File: src/rtl/noc_pkg.sv
// Shared NoC definitions: flits-per-packet helper, depacketizer state encoding and
// router port indices.
package noc_pkg;

    localparam int PACKET_SIZE_DEFAULT = 32;
    localparam int FLIT_SIZE_DEFAULT   = 4;

    function automatic int calc_fpp(input int packet_size, input int flit_size);
        return packet_size / flit_size;
    endfunction

    localparam int FPP = calc_fpp(PACKET_SIZE_DEFAULT, FLIT_SIZE_DEFAULT);

    typedef enum logic [0:0] {
        COLLECT = 1'b0,
        HOLD    = 1'b1
    } depack_state_t;

    localparam int LOCAL = 0;
    localparam int NORTH = 1;
    localparam int SOUTH = 2;
    localparam int EAST  = 3;
    localparam int WEST  = 4;

endpackage

File: src/rtl/packet_fifo.sv
// Synchronous DEPTH x WIDTH packet buffer with a combinational head output.
// A push into a full FIFO is accepted only when a pop happens on the same edge.
module packet_fifo #(
    parameter int WIDTH = 32,
    parameter int DEPTH = 4
) (
    input  logic                     i_clk,
    input  logic                     i_reset,
    input  logic                     i_push,
    input  logic                     i_pop,
    input  logic [WIDTH-1:0]         i_din,
    output logic [WIDTH-1:0]         o_dout,
    output logic [$clog2(DEPTH):0]   o_count,
    output logic                     o_full,
    output logic                     o_empty
);

    localparam int PTR_W = $clog2(DEPTH);
    localparam int CNT_W = PTR_W + 1;

    logic [WIDTH-1:0] r_mem [DEPTH];
    logic [PTR_W-1:0] r_wr_ptr;
    logic [PTR_W-1:0] r_rd_ptr;
    logic [CNT_W-1:0] r_count;
    logic             w_do_push;
    logic             w_do_pop;

    assign o_full    = (r_count == CNT_W'(DEPTH));
    assign o_empty   = (r_count == '0);
    assign w_do_pop  = i_pop & ~o_empty;
    assign w_do_push = i_push & (~o_full | w_do_pop);
    assign o_dout    = r_mem[r_rd_ptr];
    assign o_count   = r_count;

    always_ff @(posedge i_clk or posedge i_reset) begin
        if (i_reset) begin
            for (int i = 0; i < DEPTH; i++) begin
                r_mem[i] <= '0;
            end
            r_wr_ptr <= '0;
            r_rd_ptr <= '0;
            r_count  <= '0;
        end else begin
            if (w_do_push) begin
                r_mem[r_wr_ptr] <= i_din;
                r_wr_ptr        <= r_wr_ptr + PTR_W'(1);
            end
            if (w_do_pop) begin
                r_rd_ptr <= r_rd_ptr + PTR_W'(1);
            end
            if (w_do_push && !w_do_pop) begin
                r_count <= r_count + CNT_W'(1);
            end else if (w_do_pop && !w_do_push) begin
                r_count <= r_count - CNT_W'(1);
            end
        end
    end

endmodule

File: src/rtl/local_depacketizer.sv
// Reassembles MSB-first flits from the router local port into packets and buffers them
// for the neuron. Optional statistics counters are enabled by LOCAL_SINK_STATS_EN.
module local_depacketizer
    import noc_pkg::*;
#(
    parameter int packet_size = 32,
    parameter int flit_size   = 4,
    parameter int FIFO_DEPTH  = 4,
    parameter int CNT_WIDTH   = 16
) (
    input  logic                   i_clk,
    input  logic                   i_reset,
    input  logic [flit_size-1:0]   i_flit_in,
    input  logic                   i_write_req,
    output logic                   o_local_neuron_full,
    output logic [packet_size-1:0] o_packet_out,
    output logic                   o_packet_valid,
    input  logic                   i_packet_ready,
    output logic [CNT_WIDTH-1:0]   o_pkt_count,
    output logic [CNT_WIDTH-1:0]   o_drop_count
);

    localparam int LOCAL_FPP = calc_fpp(packet_size, flit_size);
    localparam int IDX_W     = (LOCAL_FPP > 1) ? $clog2(LOCAL_FPP) : 1;
    localparam int BASE_W    = $clog2(packet_size);
    localparam int FCNT_W    = $clog2(FIFO_DEPTH) + 1;

    localparam logic [0:0]       S_COLLECT = COLLECT;
    localparam logic [0:0]       S_HOLD    = HOLD;
    localparam logic [IDX_W-1:0] LAST_IDX  = IDX_W'(LOCAL_FPP - 1);

    logic [0:0]             r_state;
    logic [IDX_W-1:0]       r_flit_idx;
    logic [packet_size-1:0] r_assembly;
    logic [packet_size-1:0] w_next_asm;
    logic [BASE_W-1:0]      w_base;
    logic                   w_accept;
    logic                   w_last;
    logic                   w_space;
    logic                   w_pop;
    logic                   w_push;
    logic [packet_size-1:0] w_push_data;
    logic [FCNT_W-1:0]      w_fifo_count;
    logic                   w_fifo_full;
    logic                   w_fifo_empty;

    // Flit k lands below the previously received flits, so the first flit ends up in the MSBs.
    always_comb begin
        w_base     = BASE_W'(packet_size - (int'(r_flit_idx) + 1) * flit_size);
        w_next_asm = r_assembly;
        w_next_asm[w_base +: flit_size] = i_flit_in;
    end

    assign w_accept    = (r_state == S_COLLECT) & i_write_req;
    assign w_last      = w_accept & (r_flit_idx == LAST_IDX);
    assign w_pop       = i_packet_ready & ~w_fifo_empty;
    assign w_space     = ~w_fifo_full | w_pop;
    assign w_push      = ((r_state == S_HOLD) | w_last) & w_space;
    assign w_push_data = (r_state == S_HOLD) ? r_assembly : w_next_asm;

    assign o_local_neuron_full = (r_state == S_HOLD) | (w_fifo_count == FCNT_W'(FIFO_DEPTH));
    assign o_packet_valid      = ~w_fifo_empty;

    always_ff @(posedge i_clk or posedge i_reset) begin
        if (i_reset) begin
            r_state    <= S_COLLECT;
            r_flit_idx <= '0;
            r_assembly <= '0;
        end else begin
            if (w_accept) begin
                r_assembly <= w_next_asm;
                r_flit_idx <= w_last ? '0 : r_flit_idx + IDX_W'(1);
            end
            if (w_last && !w_space) begin
                r_state <= S_HOLD;
            end else if (r_state == S_HOLD && w_space) begin
                r_state <= S_COLLECT;
            end
        end
    end

    packet_fifo #(
        .WIDTH (packet_size),
        .DEPTH (FIFO_DEPTH)
    ) u_fifo (
        .i_clk   (i_clk),
        .i_reset (i_reset),
        .i_push  (w_push),
        .i_pop   (w_pop),
        .i_din   (w_push_data),
        .o_dout  (o_packet_out),
        .o_count (w_fifo_count),
        .o_full  (w_fifo_full),
        .o_empty (w_fifo_empty)
    );

`ifdef LOCAL_SINK_STATS_EN
    logic [CNT_WIDTH-1:0] r_pkt_count;
    logic [CNT_WIDTH-1:0] r_drop_count;
    logic                 w_drop;

    assign w_drop = (r_state == S_HOLD) & i_write_req;

    // Both counters stick at all ones instead of wrapping.
    always_ff @(posedge i_clk or posedge i_reset) begin
        if (i_reset) begin
            r_pkt_count  <= '0;
            r_drop_count <= '0;
        end else begin
            if (w_pop && r_pkt_count != '1) begin
                r_pkt_count <= r_pkt_count + CNT_WIDTH'(1);
            end
            if (w_drop && r_drop_count != '1) begin
                r_drop_count <= r_drop_count + CNT_WIDTH'(1);
            end
        end
    end

    assign o_pkt_count  = r_pkt_count;
    assign o_drop_count = r_drop_count;
`else
    assign o_pkt_count  = '0;
    assign o_drop_count = '0;
`endif

endmodule

File: config.mk
export PLATFORM = sky130hd
export DESIGN_NAME = local_depacketizer
export DESIGN_NICKNAME = d
export VERILOG_FILES = /design/src/rtl/noc_pkg.sv /design/src/rtl/packet_fifo.sv /design/src/rtl/local_depacketizer.sv
export SDC_FILE = /design/constraint.sdc
export NUM_CORES = 1
export LEC_CHECK = 0
export ABC_AREA = 1
export BUFFER_PORTS_ARGS = -buffer_cell sky130_fd_sc_hd__buf_2
export CAP_MARGIN = 10
export CORE_MARGIN = 2
export CORE_UTILIZATION = 45
export CTS_CLUSTER_SIZE = 10
export DETAILED_ROUTE_END_ITERATION = 8
export PLACE_DENSITY_LB_ADDON = 0.12
export SYNTH_ARGS = -nofsm -noshare
export SYNTH_HDL_FRONTEND = slang
export SYNTH_HIERARCHICAL = 1
export SYNTH_SLANG_ARGS = --single-unit
File: constraint.sdc
create_clock -name i_clk -period 5.2 [get_ports i_clk]
set_input_delay 1.3 -clock i_clk [delete_from_list [all_inputs] [get_ports i_clk]]
set_output_delay 1.3 -clock i_clk [all_outputs]
set_load 0.03 [all_outputs]
==> flow_summary.ini <==
[synthesis]
synthCells = 1269
synth_common_cells = nand2_1 (446), dfrtp_1 (171), nand4_1 (133), nand3_1 (99), nor2_1 (73)
yosysTopAreaCell = dfrtp_1
synth_cell_type_count = 30
synth_area_sq_um = 9520
async_reset_ff_frac = 1.00
synth_area_leaders = dfrtp_1 (45%), nand2_1 (18%), nand4_1 (8.7%)
synth_edf_count = 0
yosysTopAreaCellShare = 0.449
ys_seq_area_frac = 0.449
synth.most_common_cell = nand2_1
yosys_warnings = 6
ys_seq_elements = 171
synth.avg_cell_area_sq_um = 7.50
dominantRegCellSynth = dfrtp_1

[floorplanning]
coreArea_sq_um = 20900
initial_utilization = 0.456
die_w_microns = 149
io_pins = 74
die_area_sq_um = 22300
die_h_microns = 149
row_count = 53

[detailed_routing]
drt-vias-per-instance = 5.47
drc = 0
first_pass_iters = 5
antenna_left = 0
vias = 8410
drtIter0Drc = 646
drt-wirelength-per-cell_microns = 17.3
drt_wl_total_microns = 26600

[clock_network]
clockBufferDepth = 2
cts-buffers-inserted = 17
htreeDepth = 4
cts.clk_slew.worst_paths_ns = 0.07
cts_hold_buffers = 0
cts_resized = 0
cts_tree = yes
cts.sink_count = 171
cts_setup_buffers = 0
cts_root_buffer = clkbuf_16
clkLatencyLatePin_ns = 0.43

[finish]
regArea_sq_um = 4280
final_area_sq_um = 10200
final_cell_count_no_fill = 1537
multi_input_area_sq_um = 4400
nets = 1272
syn_to_final_growth_pct = 7.20
fillers = 2108
drive_gt1_frac = 0.0951
diodes = 0

[global_route]
grt.total_usage = 0.247
antenna_found_initial = 0
overflow = 0
grt_max_degree = 85
first_global_vias = 7912
grt_pass1_wl_microns = 42900

[timing]
worst_pin_slew_ns = 0.982
rsz0062_at_grt = false
maxSlewViolCount = 0
period_share = 0.673
hold_viol = 0
relSlewSlack = 0.346
setup_viol = 0
tns_ns = 0
period_needed_ns = 3.50
fmax_mhz = 286
skew_ns = 0.00863

[setup_path]
start_kind = register
r2r_slack_ns = 1.79
startpoint = u_fifo/r_rd_ptr[0]
arrival_ns = 2.20
path_max_fanout = 27
r2r_cells = 10
worstPathRequired_ns = 3.90
critPathKind = register to output pin
regToRegEndpoint = u_fifo/r_mem[104]
r2r-start = r_state
cp-end-kind = output pin

[power_and_ir_drop]
ir_worst_vdd_uv = 253
power_leakage_nw = 5.53
power.density_nw_per_um2 = 611
power.total_mw = 6.24

[worst_hold_path]
min_to = u_fifo/r_mem[91]
holdCritPathClass = register to register
min_path_cells = 2
min_from = u_fifo/r_mem[91]

[placement]
place_area_sq_um = 9670
dp_hpwl_microns = 15400
dp_cells = 1506
place_congestion = 0.918
port_buffers = 41

[outcome]
outcome = completed

[job]
drv_cap = 0
routing by layer:
layer	GRT usage	routed length, microns	share of wire	vias to the layer above
li1	-	-	-	4092
met1	0.341	12200	0.46	4041
met2	0.403	12500	0.47	252
met3	0.0448	1490	0.056	25
met4	0.0605	379	0.014	0
met5	0	0	0	-
worst max-delay path, cell delays in order (launching register included):
cell,delay [ns]
dfrtp_2,0.40
inv_2,0.44
buf_4,0.37
o21ai_1,0.09
o22ai_1,0.21
buf_2,0.24
cell type report:
type / count / area share
multi-input combinational: 927 / 0.431
sequential: 171 / 0.419
clock buffer: 21 / 0.0441
timing repair buffer: 60 / 0.0353
tap: 275 / 0.0337
inverter: 73 / 0.0272
clock inverter: 10 / 0.00907
how the worst max path moves through the flow:
stage          cells after the start                 to  slack, ns
3_5_place_dp                      11  u_fifo/o_count[1]       1.60
5_1_grt                           10   u_fifo/r_mem[61]       1.52
3_3_place_gp                      11  u_fifo/o_count[1]       1.62
6_report                           5   o_packet_out[31]       1.70
4_1_cts                            5   o_packet_out[31]       1.66
2_1_floorplan                      1  u_fifo/o_count[0]       0.29
stage by stage:
stage                util  hold slack (ns)  worst slack [ns]
finish              0.489            0.464              1.70
global route        0.489            0.487              1.52
CTS                 0.489            0.469              1.66
detailed placement  0.463            0.454              1.60
global placement    0.463            0.450              1.62
floorplan               -            0.437             0.289
kinds of logic (layout without fill, tap and decap cells):
group,Yosys count,in the layout,synth area share
adders and majority gates,14,14,0.0192
AOI/OAI and AO/OA,102,102,0.0583
xor gates and xnor gates,4,4,0.00368
other,1,32,0.000394
and+or+nand+nor,774,774,0.367
muxes,1,1,0.00118
DFF,171,171,0.449
buffers and inverters,202,164,0.101
report_power, final:
part,internal (mW),leakage [nW],switching [mW],total (mW)
clock network,0.670,0.256,0.533,1.20
logic,0.838,2.97,2.29,3.13
registers,1.68,2.31,0.225,1.91
total,3.19,5.53,3.05,6.24
state kept, by name (all words and copies together), names as in the netlist:
| register | flops |
|---|---|
| r_assembly | 32 |
| u_fifo/r_mem | 128 |
| r_flit_idx | 3 |
| u_fifo/r_rd_ptr | 2 |
| r_state | 1 |
| u_fifo/r_wr_ptr | 2 |
| u_fifo/o_count | 3 |
layout by cell type (no fill, tap or decap), types with 22 or more instances in the layout:
master	netlist	routed
nand4_1	133	133
o21ai_0	22	22
dfrtp_1	171	170
o21ai_1	46	46
nand2_1	446	446
nand3_1	99	99
o22ai_1	32	32
conb_1	1	32
inv_1	65	63
buf_2	39	41
nor2_1	73	73
Power figures use the tool's default switching activity.
